$ cat src/rtl/alu_arbiter_pkg.sv
// Shared types and constants for the alu_arbiter slice.
// ALUOP_* codes mirror the ALU's opcode map; ADD is 0.
package alu_arbiter_pkg;

   localparam int XLEN     = 32;
   localparam int OPW      = 5;
   localparam int PORT_IDW = 1;

   localparam logic [1:0] ARB_IDLE  = 2'd0;
   localparam logic [1:0] ARB_ISSUE = 2'd1;
   localparam logic [1:0] ARB_WAIT  = 2'd2;
   localparam logic [1:0] ARB_RESP  = 2'd3;

   localparam logic [OPW-1:0] ALUOP_ADD  = 5'd0;
   localparam logic [OPW-1:0] ALUOP_SUB  = 5'd1;
   localparam logic [OPW-1:0] ALUOP_SLL  = 5'd2;
   localparam logic [OPW-1:0] ALUOP_SRL  = 5'd6;
   localparam logic [OPW-1:0] ALUOP_SRA  = 5'd7;
   localparam logic [OPW-1:0] ALUOP_DIV  = 5'd14;
   localparam logic [OPW-1:0] ALUOP_DIVU = 5'd15;
   localparam logic [OPW-1:0] ALUOP_REM  = 5'd16;
   localparam logic [OPW-1:0] ALUOP_REMU = 5'd17;

   typedef struct packed {
      logic [XLEN-1:0]     s1;
      logic [XLEN-1:0]     s2;
      logic [OPW-1:0]      op;
      logic [PORT_IDW-1:0] owner;
   } arb_req_t;

   typedef struct packed {
      logic [XLEN-1:0] data;
      logic            lt;
      logic            ltu;
      logic            eq;
   } arb_rsp_t;

endpackage

$ cat src/rtl/alu_arb_pick.sv
// Grant selection between the two requesters.
// ALU_ARB_ROUND_ROBIN_EN selects round-robin; default is port 0 priority.
module alu_arb_pick
   import alu_arbiter_pkg::*;
(
   input  logic I_valid0,
   input  logic I_valid1,
   input  logic I_last,
   output logic O_any,
   output logic O_grant
);

`ifdef ALU_ARB_ROUND_ROBIN_EN
   always_comb begin
      O_any = I_valid0 | I_valid1;
      // On contention the port not granted last wins
      if (I_valid0 && I_valid1) O_grant = ~I_last;
      else                      O_grant = I_valid1;
   end
`else
   logic unused_last;
   assign unused_last = I_last;

   always_comb begin
      O_any   = I_valid0 | I_valid1;
      O_grant = ~I_valid0 & I_valid1;
   end
`endif

endmodule

$ cat src/rtl/alu_arbiter.sv
// Shares one multi-cycle ALU between execute (port 0) and check unit (port 1).
// Define ALU_ARB_ROUND_ROBIN_EN for round-robin arbitration on contention.
module alu_arbiter
   import alu_arbiter_pkg::*;
(
   input  logic            I_clk,
   input  logic            I_reset,
   input  logic            I_req0_valid,
   output logic            O_req0_ready,
   input  logic [XLEN-1:0] I_req0_s1,
   input  logic [XLEN-1:0] I_req0_s2,
   input  logic [OPW-1:0]  I_req0_op,
   input  logic            I_req1_valid,
   output logic            O_req1_ready,
   input  logic [XLEN-1:0] I_req1_s1,
   input  logic [XLEN-1:0] I_req1_s2,
   input  logic [OPW-1:0]  I_req1_op,
   output logic            O_rsp0_valid,
   input  logic            I_rsp0_ready,
   output logic            O_rsp1_valid,
   input  logic            I_rsp1_ready,
   output logic [XLEN-1:0] O_rsp_data,
   output logic            O_rsp_lt,
   output logic            O_rsp_ltu,
   output logic            O_rsp_eq,
   output logic            O_alu_en,
   output logic [XLEN-1:0] O_alu_s1,
   output logic [XLEN-1:0] O_alu_s2,
   output logic [OPW-1:0]  O_alu_op,
   input  logic            I_alu_busy,
   input  logic [XLEN-1:0] I_alu_data,
   input  logic            I_alu_lt,
   input  logic            I_alu_ltu,
   input  logic            I_alu_eq
);

   logic [1:0] state_q, state_d;
   arb_req_t   req_q, req_d;
   arb_rsp_t   rsp_q, rsp_d;
   logic       last_q, last_d;

   logic any_valid;
   logic grant;
   logic is_idle;
   logic owner_ready;

   alu_arb_pick u_pick (
      .I_valid0 (I_req0_valid),
      .I_valid1 (I_req1_valid),
      .I_last   (last_q),
      .O_any    (any_valid),
      .O_grant  (grant)
   );

   assign is_idle     = (state_q == ARB_IDLE);
   assign owner_ready = req_q.owner[0] ? I_rsp1_ready : I_rsp0_ready;

   always_comb begin
      state_d = state_q;
      req_d   = req_q;
      rsp_d   = rsp_q;
      last_d  = last_q;
      case (state_q)
         ARB_IDLE: begin
            if (any_valid) begin
               req_d.s1    = grant ? I_req1_s1 : I_req0_s1;
               req_d.s2    = grant ? I_req1_s2 : I_req0_s2;
               req_d.op    = grant ? I_req1_op : I_req0_op;
               req_d.owner = grant;
               last_d      = grant;
               state_d     = ARB_ISSUE;
            end
         end
         ARB_ISSUE: state_d = ARB_WAIT;
         ARB_WAIT: begin
            if (!I_alu_busy) begin
               rsp_d.data = I_alu_data;
               rsp_d.lt   = I_alu_lt;
               rsp_d.ltu  = I_alu_ltu;
               rsp_d.eq   = I_alu_eq;
               state_d    = ARB_RESP;
            end
         end
         ARB_RESP: begin
            if (owner_ready) state_d = ARB_IDLE;
         end
         default: state_d = ARB_IDLE;
      endcase
   end

   always_ff @(posedge I_clk) begin
      if (I_reset) begin
         state_q <= ARB_IDLE;
         req_q   <= '0;
         rsp_q   <= '0;
         // Pointer "last = 1" favours port 0 first
         last_q  <= 1'b1;
      end else begin
         state_q <= state_d;
         req_q   <= req_d;
         rsp_q   <= rsp_d;
         last_q  <= last_d;
      end
   end

   assign O_req0_ready = is_idle & I_req0_valid & ~grant;
   assign O_req1_ready = is_idle & I_req1_valid & grant;

   assign O_rsp0_valid = (state_q == ARB_RESP) & ~req_q.owner[0];
   assign O_rsp1_valid = (state_q == ARB_RESP) & req_q.owner[0];
   assign O_rsp_data   = rsp_q.data;
   assign O_rsp_lt     = rsp_q.lt;
   assign O_rsp_ltu    = rsp_q.ltu;
   assign O_rsp_eq     = rsp_q.eq;

   assign O_alu_en = (state_q == ARB_ISSUE);
   assign O_alu_s1 = req_q.s1;
   assign O_alu_s2 = req_q.s2;
   assign O_alu_op = req_q.op;

endmodule

$ cat config.mk
export PLATFORM = sky130hd
export DESIGN_NAME = alu_arbiter
export DESIGN_NICKNAME = d
export VERILOG_FILES = /design/src/rtl/alu_arbiter_pkg.sv /design/src/rtl/alu_arb_pick.sv /design/src/rtl/alu_arbiter.sv
export SDC_FILE = /design/constraint.sdc
export NUM_CORES = 1
export LEC_CHECK = 0
export ABC_AREA = 1
export CAP_MARGIN = 20
export CORE_MARGIN = 2
export CORE_UTILIZATION = 42
export DETAILED_ROUTE_END_ITERATION = 7
export PLACE_DENSITY_LB_ADDON = 0.1
export SYNTH_ARGS = -nofsm -noshare
export SYNTH_HDL_FRONTEND = slang
export SYNTH_SLANG_ARGS = --single-unit
$ cat constraint.sdc
create_clock -name I_clk -period 2.7 [get_ports I_clk]
set_clock_uncertainty 0.05 [all_clocks]
set_input_delay 0.54 -clock I_clk [delete_from_list [all_inputs] [get_ports I_clk]]
set_output_delay 0.54 -clock I_clk [all_outputs]
set_load 0.03 [all_outputs]
==> results.toml <==
[run_status]
status = "finished clean"

[setup_path]
cp-startpoint = "state_q[1]"
r2r_cells = 8
start_kind = "flop"
end_kind = "output pin"
crit_type = "flop to output pin"
cp.arrival_ns = 1.92
worst_ep_required_time_ns = 2.11
regToRegSetupSlack_ns = 0.88
path_max_fanout = 5
r2r_start = "state_q[1]"
r2r_end = "O_alu_op[3]"

[logic_synthesis]
ys_seq_area_frac = 0.411
synth-main-ff-cell = "dfxtp_1"
synth-simple-area-share = 0.180
synth-xor-area-share = 0
synth_compound_area_frac = 0.234
synth_top_cells_by_area = "dfxtp_1, o21ai_0, buf_4"
syn_area_um2 = 5210
synth_edf_count = 0
async_reset_ff_frac = 0
synth_seq_cells = 107
synth.distinct_cells = 19
synth.top_cell.area_share = 0.411
netlist_top_cells_count = "o21ai_0, nor2_1, dfxtp_1"
avgSynthCellArea_um2 = 7.15
synthMuxAreaShare = 0
synth_top_cell_by_area = "dfxtp_1"
synthAdderAreaFrac = 0.0120
yosysWarnings = 0
yosysMostFrequentCell = "o21ai_0"
synth_top_family_by_area = "compound AO/OA/AOI/OAI gates"
synthCells = 729
synth_nets = 914

[finish]
area_growth_pct = 51.7
layout.nets = 1100
fillCellCount = 1045
antenna_cells_inserted = 0
stdcell_count = 1087
drive_above_1_share = 0.0326

[cts]
cts.sinks = 107
cts_resized = 0
cts_tree = "built"
root_buffer = "clkbuf_16"
postCtsSetupRepairBufs = 0
clock_latency_ns = 0.34
clk_pin_slew_ns = 0.07
clk_path_buf_depth = 2
cts_made_buffers = 9
htreeDepth = 3
hold_buffers = 0

[timing]
fmax_mhz = 398
maxSlewViolCount = 0
post-route-period-util = 0.930
setup_viol = 0
hold_slack_ns = 0.470
period_needed_ns = 2.51
tightest_slew_ns = 0.648
finalHoldViolCount = 0
rsz0062_at_grt = "no"
relSlewSlack = 0.568
setup_tns_ns = 0

[run]
max_cap_viol_count = 0

[floorplanning]
start_util = 0.432
die_h_um = 115
die_x_um = 115
die_area_um2 = 13300
rows = 40
io_pins = 289
fp.coreArea_um2 = 12100

[worst_hold_path]
worstHoldStart = "O_rsp_data[27]"
worstHoldPathType = "flop to flop"
holdPathStages = 2
hold_path_end = "O_rsp_data[27]"

[detailed_routing]
vias_per_cell = 4.98
via_count = 5411
ant_nets = 0
drt_iter0_drc = 350
wirelength_um = 16800
drt-pass1-iter-count = 4
routedWlPerCell_um = 15.4
drc = 0

[power]
p_total_mw = 7.36
p_leak_nw = 3.15
vdd_drop_max_v = 0.000555
p_per_area_nw_per_um2 = 932

[global_routing]
track_usage = 0.243
grt_pass1_vias = 5216
grt_pass1_wl_um = 25700
grt_max_degree = 84
grt_overflow = 0
antenna_found_initial = 0

[place]
portBuffers = 288
dp_hpwl_um = 11600
place_congestion = 0.814
dp.cells = 1072
## critical path, cell delays in order (launching register included)
cell and delay (ns):
dfxtp_1 0.34, inv_1 0.12, ha_1 0.26, nand2_1 0.10
inv_1 0.07, clkdlybuf4s50_1 0.68
## worst max-delay path by stage
stage / depth (start not counted) / endpoint / slack, ns
after CTS: 5 / O_req0_ready / 0.18
after global placement: 4 / O_req0_ready / 0.47
after detailed placement: 7 / O_alu_s2[21] / 0.41
final: 5 / O_req0_ready / 0.19
after global routing: 5 / O_req0_ready / 0.06
after floorplan: 6 / O_req1_ready / 0.84
## cells in the final DEF (no fill, tap or decap), drive strengths merged
master and count:
inv 13, bufinv 1, clkinv 3, dfxtp 107, a21oi 71, buf 12, ha 5, nand3b 2
clkbuf 12, nor2 150, nand2 81, clkdlybuf4s50 286, nand3 3, o21ai 173
## metrics by stage
step / worst slack, ns / instance area [um^2] / util
after floorplan: 0.843 / 5210 / -
after global placement: 0.471 / 7620 / 0.632
after detailed placement: 0.412 / 7620 / 0.632
after CTS: 0.179 / 7900 / 0.655
after global routing: 0.0567 / 7900 / 0.655
final: 0.189 / 7900 / 0.655
## state kept, by name, indices dropped and copies added, names as in the netlist
| name | count |
|---|---|
| O_rsp_eq | 1 |
| O_rsp_ltu | 1 |
| O_rsp_lt | 1 |
| O_alu_s1 | 32 |
| state_q | 2 |
| req_q | 1 |
| O_rsp_data | 32 |
| O_alu_op | 5 |
| O_alu_s2 | 32 |
## layout make-up
type,instances,area [um^2],area share
multi-input combinational,485,2220,0.281
inverter,14,52.6,0.00665
clock buffer,12,236,0.0299
sequential,107,2140,0.271
timing repair buffer,298,3000,0.380
clock inverter,3,40.0,0.00507
tap,168,210,0.0266
## layer usage
layer  share of wire  track usage  up-vias
li1                -            -     2687
met1            0.39        0.276     2476
met2            0.50        0.424      213
met3           0.085       0.0749       35
met4           0.031        0.101        0
met5               0            0        -
## where the power goes
group / internal, mW / switching [mW]
logic: 1.53 / 2.25
registers: 2.07 / 0.238
clock network: 0.713 / 0.563
total: 4.31 / 3.05
## cell families after synthesis
logic type | Yosys count
buffers and inverters | 137
AO/OA/AOI/OAI | 244
flip-flops | 107
AND/OR/NAND/NOR | 236
adder cells (fa/ha/maj) | 5
No activity file was read; power rests on OpenSTA's default activity.
